===== src/rtl/side_road_detector.sv =====
// Side-road vehicle detector: synchronizes and debounces the loop sensor, counts
// waiting vehicles and requests/acknowledges side-road green from the light controller.
//
// state   | meaning
// IDLE    | no vehicle waiting, no request
// REQUEST | vehicles waiting, sensor asserted until green arrives
// SERVING | side-road green active, counting green cycles
// CLEAR   | service completed, served pulse for one cycle
module side_road_detector #(
  parameter int unsigned DEBOUNCE  = 4,
  parameter int unsigned MIN_SERVE = 3
) (
  input  logic       clk,
  input  logic       reset,
  input  logic       loop_raw,
  input  logic       SG,
  input  logic       SR,
  output logic       sensor,
  output logic [7:0] veh_count,
  output logic       served,
  output logic       fault
);

  typedef enum logic [1:0] {
    IDLE    = 2'd0,
    REQUEST = 2'd1,
    SERVING = 2'd2,
    CLEAR   = 2'd3
  } state_e;

  localparam logic [3:0] DB_LAST   = 4'(DEBOUNCE - 1);
  localparam logic [3:0] SERVE_MIN = 4'(MIN_SERVE);

  logic       sync1_q, sync2_q;
  logic       filt_q, filt_d;
  logic [3:0] db_cnt_q, db_cnt_d;
  logic       filt_prev_q;
  logic       arrive_q;
  state_e     state_q, state_d;
  logic [3:0] serve_cnt_q, serve_cnt_d;
  logic [7:0] veh_q, veh_d, veh_inc;
  logic       fault_q;

  // Any sample agreeing with the filtered level restarts the debounce window.
  always_comb begin
    filt_d   = filt_q;
    db_cnt_d = '0;
    if (sync2_q != filt_q) begin
      if (db_cnt_q == DB_LAST) begin
        filt_d = sync2_q;
      end else begin
        db_cnt_d = db_cnt_q + 4'd1;
      end
    end
  end

  assign veh_inc = (veh_q == 8'hFF) ? veh_q : veh_q + 8'd1;

  always_comb begin
    state_d     = state_q;
    serve_cnt_d = serve_cnt_q;
    veh_d       = veh_q;
    case (state_q)
      IDLE: begin
        if (arrive_q) begin
          state_d = REQUEST;
          veh_d   = veh_inc;
        end
      end
      REQUEST: begin
        if (arrive_q) veh_d = veh_inc;
        if (SG) begin
          state_d     = SERVING;
          serve_cnt_d = '0;
        end
      end
      SERVING: begin
        // Arrivals are ignored here: the vehicle drives through on green.
        if (SG) begin
          if (serve_cnt_q != 4'hF) serve_cnt_d = serve_cnt_q + 4'd1;
        end else if (serve_cnt_q >= SERVE_MIN) begin
          state_d = CLEAR;
          veh_d   = '0;
        end else begin
          state_d = REQUEST;
        end
      end
      CLEAR: begin
        if (arrive_q) begin
          state_d = REQUEST;
          veh_d   = veh_inc;
        end else begin
          state_d = IDLE;
        end
      end
      default: state_d = IDLE;
    endcase
  end

  always_ff @(posedge clk or negedge reset) begin
    if (!reset) begin
      sync1_q     <= 1'b0;
      sync2_q     <= 1'b0;
      filt_q      <= 1'b0;
      db_cnt_q    <= '0;
      filt_prev_q <= 1'b0;
      arrive_q    <= 1'b0;
      state_q     <= IDLE;
      serve_cnt_q <= '0;
      veh_q       <= '0;
      fault_q     <= 1'b0;
    end else begin
      sync1_q     <= loop_raw;
      sync2_q     <= sync1_q;
      filt_q      <= filt_d;
      db_cnt_q    <= db_cnt_d;
      filt_prev_q <= filt_q;
      arrive_q    <= filt_q & ~filt_prev_q;
      state_q     <= state_d;
      serve_cnt_q <= serve_cnt_d;
      veh_q       <= veh_d;
      fault_q     <= fault_q | (SG == SR);
    end
  end

  assign sensor    = (state_q == REQUEST) || (state_q == SERVING);
  assign served    = (state_q == CLEAR);
  assign veh_count = veh_q;
  assign fault     = fault_q;

endmodule

===== config.mk =====
export PLATFORM = sky130hd
export DESIGN_NAME = side_road_detector
export DESIGN_NICKNAME = d
export VERILOG_FILES = /design/src/rtl/side_road_detector.sv
export SDC_FILE = /design/constraint.sdc
export NUM_CORES = 1
export LEC_CHECK = 0
export ABC_CLOCK_PERIOD_IN_PS = 4100
export CELL_PAD_IN_SITES_DETAIL_PLACEMENT = 1
export CELL_PAD_IN_SITES_GLOBAL_PLACEMENT = 2
export CORE_MARGIN = 2
export CORE_UTILIZATION = 38
export CTS_CLUSTER_DIAMETER = 60
export DETAILED_ROUTE_END_ITERATION = 8
export PLACE_DENSITY_LB_ADDON = 0.1
export SLEW_MARGIN = 20
export SYNTH_ARGS = -nofsm -noshare
export SYNTH_HDL_FRONTEND = slang
export SYNTH_SLANG_ARGS = --single-unit

===== constraint.sdc =====
create_clock -name clk -period 4.1 [get_ports clk]
set_input_delay 0.82 -clock clk [delete_from_list [all_inputs] [get_ports clk]]
set_output_delay 0.82 -clock clk [all_outputs]
set_load 0.01 [all_outputs]

* Yosys cells after proc, flatten, opt, wreduce, memory -nomap -nowiden
Index checks and enable logic that the tools add are counted.
** Cells by class
- Add/subtract/negate cells :: 3
- Order comparisons :: 1
- Eq/ne operators :: 16
- Mux-type cells :: 17
- Bitwise logic cells :: 3
- Reduce and logical (&&, ||, !) cells :: 8
** Operator list (number)
- $mux W8 :: 4
- $mux W4 :: 5
- $pmux W8 S2 :: 1
- $ne A2 B2 Y1 const B :: 7
- $add A4 B1 Y4 const B :: 2
- $add A8 B1 Y8 const B :: 1
- $eq A8 B8 Y1 const B :: 1
- $mux W2 :: 4
- $pmux W2 S4 :: 1
- $pmux W4 S2 :: 1
- $reduce_and A4 Y1 :: 2
- $eq A2 B2 Y1 const B :: 2
- $eq A4 B2 Y1 const B :: 1
- $ge A4 B2 Y1 const B :: 1
- $ne A4 B4 Y1 const B :: 1
- $reduce_and A3 Y1 :: 1
- $reduce_or A3 Y1 :: 1
- $eq A2 B1 Y1 const B :: 1
- $logic_not A2 Y1 :: 1
- $ne A2 B1 Y1 const B :: 1
- $reduce_and A2 Y1 :: 1
- $reduce_bool A2 Y1 :: 1
- $and A1 B1 Y1 :: 1
- $eq A1 B1 Y1 :: 1
- 5 further kinds :: 5
** Word-level totals
- Register bits :: 24
- Bits of input ports :: 5
- Output and inout port bits :: 11

* Longest topological paths before layout
- Depth in word-level cells :: 4
- Mapped depth :: 8
- Gate-level depth less buffers :: 6

* Worst setup path before layout
OpenSTA, ideal clock, no wires.
- Path kind :: input port to flip-flop
- Start :: input port SG
- End :: register veh_q[7], in the netlist veh_count[7]
- Data arrival time :: 1869 ps
- Required time :: 3974 ps
- Setup slack :: 2105 ps
- Stages :: 6
- Cells stage by stage :: clkbuf_1 -> nor2b_1 -> a2bb2oi_2 -> or2_1 -> buf_6 -> a221o_1
** Between the ends
- Cells in the longest elaborated chain, start to end :: 2
** Ends and longest elaborated chain
- start: declaration :: line 16 : input logic SG,
- $ne A2 B2 Y1 (no source line)
- $reduce_and A4 Y1 (no source line)
- end signal: assignment :: line 121 : veh_q <= veh_d;
- end: declaration :: line 41 : logic [7:0] veh_q, veh_d, veh_inc;
Every way passes these cells.
A chain may end at the register's enable or synchronous reset.

* Worst setup path after layout
- Start :: register state_q[0]
- End :: output port sensor
** Between the ends
- Cells in the longest elaborated chain, start to end :: 2
- Elaborated cells between the ends (all ways) :: 3
- Those cells by class :: 2 x eq/ne; 1 x reduce/logical
** Ends and longest elaborated chain
- start: declaration :: line 39 : state_e state_q, state_d;
- start signal: assignment :: line 119 : state_q <= state_d;
- $eq A2 B1 Y1 / $eq A2 B2 Y1 (equally long branches) :: line 126 : assign sensor = (state_q == REQUEST) || (state_q == SERVING);
- $logic_or A1 B1 Y1 (*) :: line 126
- end: declaration :: line 18 : output logic sensor,
Mark *: on every way between the ends. The rest lies on a longest branch, timed or not.

==> impl_metrics.csv <==
group,metric,value,unit
grt,grt.total_usage,0.157,
floorplan,ioPinCount,16,
worst_setup_path,crit_type,"reg -> out",
worst_setup_path,worst-endpoint-required,3.28,ns
floorplan,die_area,3910,µm²
clock_network,cts.sinks,24,
worst_setup_path,start_kind,"flip-flop",
sta,relSlewSlack,0.467,
clock_network,post_cts_buffers,0,
synthesis,synth_fp_nets,137,
grt,overflow,0,
synthesis,yosys.area.top_type,"dfrtp_1",
layout,fillers,396,
drt,vias,987,
layout,fin_nets,152,
placement,place_area,1470,µm²
placement,place.port_buffers,15,
synthesis,synth_top_cell_area_share,0.462,
synthesis,ys.flop_type,"dfrtp_1",
drt,drc,0,
floorplan,initial_core_util,0.393,
layout,drive_gt1_frac,0.0870,
floorplan,die_h,62.5,µm
synthesis,synth_seq_cells,24,
grt,antenna_found_initial,0,
hold_path,holdCritPathClass,"reg -> reg",
synthesis,synth_edf_count,0,
worst_setup_path,arrival,1.71,ns
grt,grt_pass1_wl,4.96,mm
floorplan,core,3310,µm²
placement,place.gp.congestion,0.711,
sta,finalMaxSlewViolations,0,
sta,rsz0062_at_grt,"false",
sta,setup_ws,1.57,ns
synthesis,ys_async_sr_fraction,1.00,
synthesis,seq_area_frac_synth,0.462,
pwr,p_total,1.03,mW
worst_setup_path,setup.worst_path.end_class,"primary output",
pwr,ir_worst_vdd,210,µV
sta,finalHoldViolCount,0,
floorplan,die_w,62.5,µm
clock_network,hold_buffers,0,
layout,finalNonFillerCells,184,
job,cap_violations,0,
drt,first_pass_iters,4,
clock_network,cts.repair.resized,0,
grt,grt_start_max_net_pins,25,
layout,fin_area,1520,µm²
drt,wl,2.69,mm
synthesis,syn_inst,124,
run_status,status,"finished, final reports clean",
layout,multi_input_area,648,µm²
drt,drt-initial-drc-count,35,
sta,max_freq,395,MHz
synthesis,syn_avg_cell_area,10.5,µm²
floorplan,placement_rows,21,
placement,post-place-cells,180,
sta,fin_setup_tns,0,ns
clock_network,cts_max_path_buffers,2,
sta,holdWs,0.367,ns
sta,setup_viol,0,
sta,tightest_slew,0.800,ns
placement,dp_slack,1.48,ns
clock_network,path_clk_slew,0.14,ns
layout,area.growth.synth_to_final,17.0,%
synthesis,yosys-top-cells-area,"dfrtp_1 46%, ha_1 7.7%, o21ai_0 3.5%",
clock_network,cts_tree,"done",
drt,vias_per_cell,5.36,
synthesis,synth_area,1300,µm²
placement,dp_hpwl,1.89,mm
grt,grt_pass1_vias,1071,
clock_network,htreeDepth,1,
drt,ant_nets,0,
sta,min_period_over_period,0.617,
layout,antenna_cells,0,
synthesis,synth_cell_types,40,
layout,fin_util,0.460,
pwr,p_leak,0.631,nW
drt,wl_per_cell,14.6,µm
clock_network,clockRootBuffer,"clkbuf_4",
pwr,powerDensity,677,nW/µm²
sta,clock_skew,0.00954,ns
clock_network,clock_latency,0.32,ns
synthesis,yosysWarnings,0,
clock_network,numCtsBuffers,3,
sta,fin_crit,2.53,ns
worst_setup_path,crit_fanout,5,
layout,register_area,601,µm²
==> cell usage after synthesis, types with 2 or more instances <==
cell / count
dfrtp_1: 24
o21ai_0: 9
ha_1: 8
nand3_1: 8
nand2_1: 6
nor2b_1: 6
a21oi_1: 5
inv_1: 5
nand3b_1: 4
nor2_1: 4
a22o_1: 3
clkbuf_1: 3
nand2b_1: 3
o211ai_1: 3
or3_1: 3
a31oi_1: 2
and3_4: 2
buf_6: 2
nor4_1: 2
xor2_1: 2
==> cell type report <==
class                           instances  share of cell area
Timing Repair Buffer                   15              0.0953
Clock inverter                          1              0.0197
Clock buffer                            3              0.0148
Inverter                                5              0.0123
Sequential cell                        24               0.394
Multi-Input combinational cell         90               0.426
Tap cell                               46              0.0378
==> per-layer routing <==
metal | up-vias | routed length [µm] | GRT usage
li1 | 483 | - | -
met1 | 494 | 1250 | 0.195
met2 | 8 | 1370 | 0.281
met3 | 2 | 55 | 0.0288
met4 | 0 | 20 | 0.0417
met5 | - | 0 | 0
==> state kept, by name (all words and copies together), names as in the netlist <==
name,count
veh_count,8
db_cnt_q,4
serve_cnt_q,4
state_q,2
arrive_q,1
fault,1
filt_prev_q,1
filt_q,1
sync1_q,1
sync2_q,1
==> logic make-up (layout without fill, tap and decap cells) <==
| family | count (synthesis) | count (layout) | share of synthesized area |
|---|---|---|---|
| muxes | 2 | 2 | 0.0173 |
| buffers and inverters | 10 | 24 | 0.0404 |
| adders and majority gates | 8 | 8 | 0.0769 |
| xor gates and xnor gates | 3 | 3 | 0.0202 |
| DFF | 24 | 24 | 0.462 |
| AOI/OAI and AO/OA | 32 | 32 | 0.181 |
| and+or+nand+nor | 45 | 45 | 0.203 |
==> worst max-delay path: stages, from the launching register on <==
cell	delay [ns]
dfrtp_1	0.46
inv_1	0.12
ha_1	0.30
clkdlybuf4s50_1	0.53
==> path summary, 6_finish.rpt <==
path / startpoint / to / slack [ns] / cells past startpoint
max in group asynchronous: reset / serve_cnt_q[1] / 3.27 / 1
min reg2reg: sync1_q / sync2_q / 0.37 / 0
min: sync1_q / sync2_q / 0.37 / 0
max reg2reg: state_q[0] / veh_count[7] / 1.63 / 6
min in group asynchronous: reset / filt_prev_q / 0.46 / 1
max: state_q[0] / sensor / 1.57 / 3
==> layout by cell type, fill, tap and decap left out, types with 2 or more instances in the layout <==
cell type,synthesis,final
o21ai_0,9,9
a22o_1,3,3
nand3_1,8,8
nor2b_1,6,6
nand2b_1,3,3
nand2_1,6,6
xor2_1,2,2
inv_1,5,5
clkbuf_4,0,3
a21oi_1,5,5
ha_1,8,8
o211ai_1,3,3
and3_4,2,2
dfrtp_1,24,24
a31oi_1,2,2
nor4_1,2,2
or3_1,3,3
nor2_1,4,4
nand3b_1,4,4
clkdlybuf4s50_1,0,14
==> report_power, final <==
| group | internal [mW] | switching (mW) |
|---|---|---|
| sequential | 0.306 | 0.0773 |
| combinational | 0.233 | 0.242 |
| clock | 0.0988 | 0.0738 |
| total | 0.638 | 0.393 |
Note: power is estimated with default switching activity, not from simulation.
